### src/rtl/dmem_arbiter_pkg.sv
// Shared types and constants for the two-port data-memory arbiter.
// Holds the FSM state encoding and the port index names used by the top and sub-module.
package dmem_arb_pkg;

  typedef enum logic [1:0] {
    IDLE   = 2'b00,
    ACCESS = 2'b01,
    RESP   = 2'b10
  } state_e;

  localparam logic PORT_MEM = 1'b0;
  localparam logic PORT_AUX = 1'b1;

endpackage

### src/rtl/dmem_arbiter_if.sv
// Bundle of requester, status and memory-side signals around the data-memory arbiter.
// The slave modport is the arbiter's view; master is the view of the requesters and memory model.
interface dmem_arbiter_if #(
  parameter int WORD_SIZE = 32
);
  logic                 p0_req;
  logic                 p0_we;
  logic [WORD_SIZE-1:0] p0_addr;
  logic [WORD_SIZE-1:0] p0_wdata;
  logic                 p0_ready;
  logic [WORD_SIZE-1:0] p0_rdata;

  logic                 p1_req;
  logic                 p1_we;
  logic [WORD_SIZE-1:0] p1_addr;
  logic [WORD_SIZE-1:0] p1_wdata;
  logic                 p1_ready;
  logic [WORD_SIZE-1:0] p1_rdata;

  logic                 stall;
  logic                 busy;

  logic                 mem_read;
  logic                 mem_write;
  logic [WORD_SIZE-1:0] mem_addr;
  logic [WORD_SIZE-1:0] mem_wdata;
  logic [WORD_SIZE-1:0] mem_rdata;

  modport slave (
    input  p0_req, p0_we, p0_addr, p0_wdata,
    input  p1_req, p1_we, p1_addr, p1_wdata,
    input  mem_rdata,
    output p0_ready, p0_rdata, p1_ready, p1_rdata,
    output stall, busy,
    output mem_read, mem_write, mem_addr, mem_wdata
  );

  modport master (
    output p0_req, p0_we, p0_addr, p0_wdata,
    output p1_req, p1_we, p1_addr, p1_wdata,
    output mem_rdata,
    input  p0_ready, p0_rdata, p1_ready, p1_rdata,
    input  stall, busy,
    input  mem_read, mem_write, mem_addr, mem_wdata
  );
endinterface

### src/rtl/dmem_arbiter_rr_arbiter2.sv
// Combinational two-requester round-robin grant.
// A lone requester always wins; on a tie the port that did not win last time is chosen.
module rr_arbiter2 (
  input  logic [1:0] i_req,
  input  logic       i_last_grant,
  output logic       o_gnt_valid,
  output logic       o_gnt_idx
);

  assign o_gnt_valid = |i_req;
  assign o_gnt_idx   = (i_req == 2'b11) ? ~i_last_grant : i_req[1];

endmodule

### src/rtl/dmem_arbiter.sv
// Two-port controller for the single-ported data memory: round-robin grant, latched request,
// fixed-latency access counted by a wait-state counter, and a one-cycle ready pulse per port.
module dmem_arbiter
  import dmem_arb_pkg::*;
#(
  parameter int WORD_SIZE   = 32,
  parameter int WAIT_STATES = 1,
  parameter int CNT_W       = 4
) (
  input  logic            clk,
  input  logic            rst,
  dmem_arbiter_if.slave   bus
);

  state_e               r_state;
  state_e               w_next_state;
  logic                 r_sel;
  logic                 r_we;
  logic                 r_last_grant;
  logic [WORD_SIZE-1:0] r_addr;
  logic [WORD_SIZE-1:0] r_wdata;
  logic [WORD_SIZE-1:0] r_p0_rdata;
  logic [WORD_SIZE-1:0] r_p1_rdata;
  logic [CNT_W-1:0]     r_cnt;

  logic w_gnt_valid;
  logic w_gnt_idx;
  logic w_cnt_zero;
  logic w_mem_read;
  logic w_mem_write;
  logic w_p0_ready;
  logic w_p1_ready;

  rr_arbiter2 u_rr (
    .i_req        ({bus.p1_req, bus.p0_req}),
    .i_last_grant (r_last_grant),
    .o_gnt_valid  (w_gnt_valid),
    .o_gnt_idx    (w_gnt_idx)
  );

  assign w_cnt_zero = (r_cnt == '0);

  // NOTE: sequential state uses non-blocking assignments so every register samples pre-edge values.
  always_ff @(posedge clk) begin
    if (rst) r_state <= IDLE;
    else     r_state <= w_next_state;
  end

  always_comb begin
    // NOTE: every output gets a default before the case so no path can infer a latch.
    w_next_state = r_state;
    w_mem_read   = 1'b0;
    w_mem_write  = 1'b0;
    w_p0_ready   = 1'b0;
    w_p1_ready   = 1'b0;
    case (r_state)
      IDLE: if (w_gnt_valid) w_next_state = ACCESS;
      ACCESS: begin
        w_mem_read  = ~r_we;
        w_mem_write = r_we & w_cnt_zero;
        if (w_cnt_zero) w_next_state = RESP;
      end
      RESP: begin
        w_p0_ready   = (r_sel == PORT_MEM);
        w_p1_ready   = (r_sel == PORT_AUX);
        w_next_state = IDLE;
      end
      default: w_next_state = IDLE;
    endcase
  end

  // last_grant resets to the aux port so the MEM stage wins the first tie.
  always_ff @(posedge clk) begin
    if (rst) begin
      r_sel        <= PORT_MEM;
      r_we         <= 1'b0;
      r_last_grant <= PORT_AUX;
      r_addr       <= '0;
      r_wdata      <= '0;
      r_cnt        <= '0;
      r_p0_rdata   <= '0;
      r_p1_rdata   <= '0;
    end else begin
      case (r_state)
        IDLE: if (w_gnt_valid) begin
          r_sel        <= w_gnt_idx;
          r_last_grant <= w_gnt_idx;
          r_we         <= w_gnt_idx ? bus.p1_we    : bus.p0_we;
          r_addr       <= w_gnt_idx ? bus.p1_addr  : bus.p0_addr;
          r_wdata      <= w_gnt_idx ? bus.p1_wdata : bus.p0_wdata;
          r_cnt        <= CNT_W'(WAIT_STATES);
        end
        ACCESS: begin
          if (!w_cnt_zero) begin
            r_cnt <= r_cnt - CNT_W'(1);
          end else if (!r_we) begin
            if (r_sel == PORT_AUX) r_p1_rdata <= bus.mem_rdata;
            else                   r_p0_rdata <= bus.mem_rdata;
          end
        end
        default: ;
      endcase
    end
  end

  assign bus.mem_read  = w_mem_read;
  assign bus.mem_write = w_mem_write;
  assign bus.mem_addr  = r_addr;
  assign bus.mem_wdata = r_wdata;
  assign bus.p0_ready  = w_p0_ready;
  assign bus.p1_ready  = w_p1_ready;
  assign bus.p0_rdata  = r_p0_rdata;
  assign bus.p1_rdata  = r_p1_rdata;
  assign bus.busy      = (r_state != IDLE);
  assign bus.stall     = bus.p0_req & ~w_p0_ready;

endmodule

### src/flat_wrapper.sv
// flat-port wrapper written by rule: the top's interface ports become plain ports
module dmem_arbiter_flat import dmem_arb_pkg::*;
#(
  parameter int WORD_SIZE   = 32,
  parameter int WAIT_STATES = 1,
  parameter int CNT_W       = 4
)
  (clk, rst, bus_p0_req, bus_p0_we, bus_p0_addr, bus_p0_wdata, bus_p1_req, bus_p1_we, bus_p1_addr, bus_p1_wdata, bus_mem_rdata, bus_p0_ready, bus_p0_rdata, bus_p1_ready, bus_p1_rdata, bus_stall, bus_busy, bus_mem_read, bus_mem_write, bus_mem_addr, bus_mem_wdata);
  dmem_arbiter_if #(.WORD_SIZE(WORD_SIZE)) bus_i ();
  input  logic clk;
  input  logic rst;
  input wire logic [$bits(bus_i.p0_req)-1:0] bus_p0_req;
  input wire logic [$bits(bus_i.p0_we)-1:0] bus_p0_we;
  input wire logic [$bits(bus_i.p0_addr)-1:0] bus_p0_addr;
  input wire logic [$bits(bus_i.p0_wdata)-1:0] bus_p0_wdata;
  input wire logic [$bits(bus_i.p1_req)-1:0] bus_p1_req;
  input wire logic [$bits(bus_i.p1_we)-1:0] bus_p1_we;
  input wire logic [$bits(bus_i.p1_addr)-1:0] bus_p1_addr;
  input wire logic [$bits(bus_i.p1_wdata)-1:0] bus_p1_wdata;
  input wire logic [$bits(bus_i.mem_rdata)-1:0] bus_mem_rdata;
  output wire logic [$bits(bus_i.p0_ready)-1:0] bus_p0_ready;
  output wire logic [$bits(bus_i.p0_rdata)-1:0] bus_p0_rdata;
  output wire logic [$bits(bus_i.p1_ready)-1:0] bus_p1_ready;
  output wire logic [$bits(bus_i.p1_rdata)-1:0] bus_p1_rdata;
  output wire logic [$bits(bus_i.stall)-1:0] bus_stall;
  output wire logic [$bits(bus_i.busy)-1:0] bus_busy;
  output wire logic [$bits(bus_i.mem_read)-1:0] bus_mem_read;
  output wire logic [$bits(bus_i.mem_write)-1:0] bus_mem_write;
  output wire logic [$bits(bus_i.mem_addr)-1:0] bus_mem_addr;
  output wire logic [$bits(bus_i.mem_wdata)-1:0] bus_mem_wdata;
  assign bus_i.p0_req = bus_p0_req;
  assign bus_i.p0_we = bus_p0_we;
  assign bus_i.p0_addr = bus_p0_addr;
  assign bus_i.p0_wdata = bus_p0_wdata;
  assign bus_i.p1_req = bus_p1_req;
  assign bus_i.p1_we = bus_p1_we;
  assign bus_i.p1_addr = bus_p1_addr;
  assign bus_i.p1_wdata = bus_p1_wdata;
  assign bus_i.mem_rdata = bus_mem_rdata;
  assign bus_p0_ready = bus_i.p0_ready;
  assign bus_p0_rdata = bus_i.p0_rdata;
  assign bus_p1_ready = bus_i.p1_ready;
  assign bus_p1_rdata = bus_i.p1_rdata;
  assign bus_stall = bus_i.stall;
  assign bus_busy = bus_i.busy;
  assign bus_mem_read = bus_i.mem_read;
  assign bus_mem_write = bus_i.mem_write;
  assign bus_mem_addr = bus_i.mem_addr;
  assign bus_mem_wdata = bus_i.mem_wdata;
  dmem_arbiter #(.WORD_SIZE(WORD_SIZE), .WAIT_STATES(WAIT_STATES), .CNT_W(CNT_W)) u_core (.clk(clk), .rst(rst), .bus(bus_i));
endmodule
### config.mk
export PLATFORM = sky130hd
export DESIGN_NAME = dmem_arbiter_flat
export DESIGN_NICKNAME = d
export VERILOG_FILES = /design/src/rtl/dmem_arbiter_pkg.sv /design/src/rtl/dmem_arbiter_if.sv /design/src/rtl/dmem_arbiter_rr_arbiter2.sv /design/src/rtl/dmem_arbiter.sv /design/src/flat_wrapper.sv
export SDC_FILE = /design/constraint.sdc
export NUM_CORES = 1
export LEC_CHECK = 0
export ABC_AREA = 1
export BUFFER_PORTS_ARGS = -buffer_cell sky130_fd_sc_hd__buf_2
export CAP_MARGIN = 5
export CORE_MARGIN = 2
export CORE_UTILIZATION = 46
export CTS_BUF_LIST = sky130_fd_sc_hd__clkbuf_8 sky130_fd_sc_hd__clkbuf_16
export CTS_CLUSTER_DIAMETER = 200
export DETAILED_ROUTE_END_ITERATION = 10
export GPL_TIMING_DRIVEN = 1
export PLACE_DENSITY = 0.81
export SYNTH_ARGS = -nofsm -noshare
export SYNTH_HDL_FRONTEND = slang
export SYNTH_HIERARCHICAL = 1
export SYNTH_SLANG_ARGS = --single-unit
### constraint.sdc
create_clock -name clk -period 1.6 [get_ports clk]
set_input_delay 0.24 -clock clk [delete_from_list [all_inputs] [get_ports clk]]
set_output_delay 0.24 -clock clk [all_outputs]
set_load 0.02 [all_outputs]
==> results.yml <==
sta:
  tns_ns: -0.0193
  setup_viol_count_final: 1
  max-slew-margin-rel_pct: 75.5
  fmax_ghz: 0.618
  rsz0062_at_grt: "yes"
  fin_ws_ns: -0.0193
  hold_viol_final: 0
  min_period_over_period_pct: 101
  slew_violations: 0
  worst_pin_slew_ns: 0.368
  clock_skew_ns: 0.0111
  min_period_ns: 1.62
finish:
  layout.cells.most_common: "buf_2"
  syn2layout_area_growth_pct: 41.5
  drive_gt1_share_pct: 33.9
  final_util_pct: 66.3
  mostFrequentLayoutCells: "buf_2, nand2_1, dfxtp_1, nor2_1, o21ai_0"
  finalNetCount: 1289
worst_setup_path:
  cp_max_fo: 3
  worstPathRequired_ns: 1.36
  worstPathArrival_ns: 1.38
  critPathKind: "reg -> out"
  endpoint_kind: "output port"
  reg2reg_depth: 8
  start_kind: "register"
drt:
  drtIter0Drc: 500
  drcViolationCount: 0
  wl_mm: 18.3
  vias_per_cell: 4.95
  ant_nets: 0
  via_count: 6473
  wire_per_inst_um: 14.0
  first_pass_iters: 5
grt:
  met2_usage_pct: 45.2
  grt_pass1_vias: 5791
  grt_util_all_layers_pct: 25.7
  grt_use_met3_pct: 8.60
  grt-busiest-layer: "met2"
  grt_max_degree: 75
  grt_use_met1_pct: 27.7
  antenna_found_initial: 2
  grt_pass1_wl_mm: 27.4
  gr-total-overflow: 0
min_path:
  hold_path_class: "in -> reg"
  whs_path_depth: 3
floorplanning:
  die_height_um: 117
  dieWidth_um: 117
  start_util_pct: 46.9
  row_count: 41
  io_pins: 300
  core_area_mm2: 0.0126
  die_area_mm2: 0.0137
placed_design:
  io_buffer_count: 299
  hpwlAfterDp_mm: 12.4
  gp_congestion: 0.826
logic_synthesis:
  yosysUniqueCellTypes: 23
  synth_area_mm2: 0.00589
  ys_seq_area_share_pct: 46.5
  synth_nets: 1004
  ys_seq_elements: 137
  avgSynthCellArea_um2: 7.05
  yosys_warnings: 6
  synthCells: 836
pwr:
  power_density_mw_per_mm2: 1300
  p_leak_nw: 4.25
  ir_drop_mv: 0.697
clock_network:
  cts.sinks: 137
  cts_inserted_buffers: 17
  htreeDepth: 4
  clock_latency_ns: 0.42
  clk_pin_slew_worst_paths_ns: 0.06
  clock_path_buffers: 2
  cts_hold_buffers: 0
  tritoncts: "yes"
  cts_root_buf: "clkbuf_16"
status:
  status: "finished, violations left"
  violations: "setup timing"
flow_run:
  drv_cap: 0
-- through the flow --
stage | total power, mW | hold slack [ns] | instance area, um2 | worst slack, ns | cells
finish | 10.9 | 0.0648 | 8340 | -0.0193 | 1308
global route | 11.4 | 0.0671 | 8340 | -0.0743 | 1308
CTS | 10.8 | 0.0505 | 8280 | -0.0528 | 1305
detailed placement | 6.61 | 0.451 | 7520 | 0.0526 | 1264
global placement | 6.56 | 0.447 | 7520 | 0.114 | 1264
floorplan | 5.70 | 0.382 | 5890 | 0.266 | 836
-- power breakdown --
group / switching, mW / total [mW] / internal (mW)
sequential: 0.205 / 3.99 / 3.79
combinational: 1.77 / 2.79 / 1.02
clock: 1.52 / 4.07 / 2.55
-- area by class of cell --
class / count / area [um2]
clock inverters: 13 / 168
repair buffers: 327 / 1860
inverters: 77 / 294
multi-input cells: 561 / 2590
clock buffers: 19 / 453
diodes: 2 / 5.00
fillers: 1100 / 4230
well taps: 172 / 215
flip-flops and latches: 137 / 2750
-- what timing repair did --
action,4_1_cts,5_1_grt
setup endpoints to repair,3,70
buffers inserted,8,0
pin swaps,3,2
resized for setup,15,9
cloned,1,1
-- cell families after synthesis --
group | Yosys count | share of synthesized area, %
compound gates | 203 | 17.2
fa+ha+maj | 2 | 0.425
buf+inv | 138 | 10.4
flops | 137 | 46.5
simple gates | 356 | 25.4
-- cells in the mapped netlist --
cell / instances / share of area, %
nand2_1: 203 / 13
or2_1: 1 / 0.11
nand3_4: 2 / 0.59
o21ai_0: 72 / 6.1
clkbuf_1: 21 / 1.3
buf_2: 19 / 1.6
inv_2: 4 / 0.25
dfxtp_1: 137 / 47
a21oi_1: 71 / 6.0
buf_6: 6 / 1.1
buf_1: 8 / 0.51
ha_1: 2 / 0.42
nor2_4: 4 / 0.76
nand3_1: 5 / 0.42
nor3_1: 65 / 5.5
buf_4: 6 / 0.76
inv_1: 73 / 4.7
nor2_1: 72 / 4.6
clkbuf_2: 1 / 0.085
nand3_2: 1 / 0.17
o21ai_1: 60 / 5.1
or2_2: 1 / 0.11
nand2_2: 2 / 0.21
-- per-layer routing --
metal | vias to the layer above | share of wire, %
li1 | 3260 | -
met1 | 2905 | 38
met2 | 279 | 51
met3 | 29 | 9.1
met4 | 0 | 2.0
met5 | - | 0
-- worst max-delay path, stage by stage, from the launching register on --
cell and delay, ns:
dfxtp_2 0.35, inv_4 0.04, nor2_4 0.14, buf_6 0.13, nand3_4 0.06, nor2_1 0.09
buf_4 0.16
-- registers in the layout, indices dropped and copies added (netlist names) --
| signal | cells |
|---|---|
| u_core/r_we | 1 |
| u_core/bus.p0_rdata | 32 |
| u_core/bus.mem_wdata | 32 |
| u_core/bus.p1_rdata | 32 |
| u_core/r_cnt | 4 |
| u_core/bus.mem_addr | 32 |
| u_core/r_state | 2 |
| u_core/r_last_grant | 1 |
| u_core/r_sel | 1 |
-- final timing paths --
check | startpoint | to | slack, ns
worst min register to register | u_core/bus.mem_wdata[17] | u_core/bus.mem_wdata[17] | 0.46
worst max register to register | u_core/r_cnt[1] | u_core/bus.p0_rdata[16] | 0.07
worst max-delay path | u_core/r_state[0] | bus_mem_write | -0.02
worst min-delay path | bus_mem_rdata[2] | u_core/bus.p0_rdata[2] | 0.06
Power figures use the tool's default switching activity.
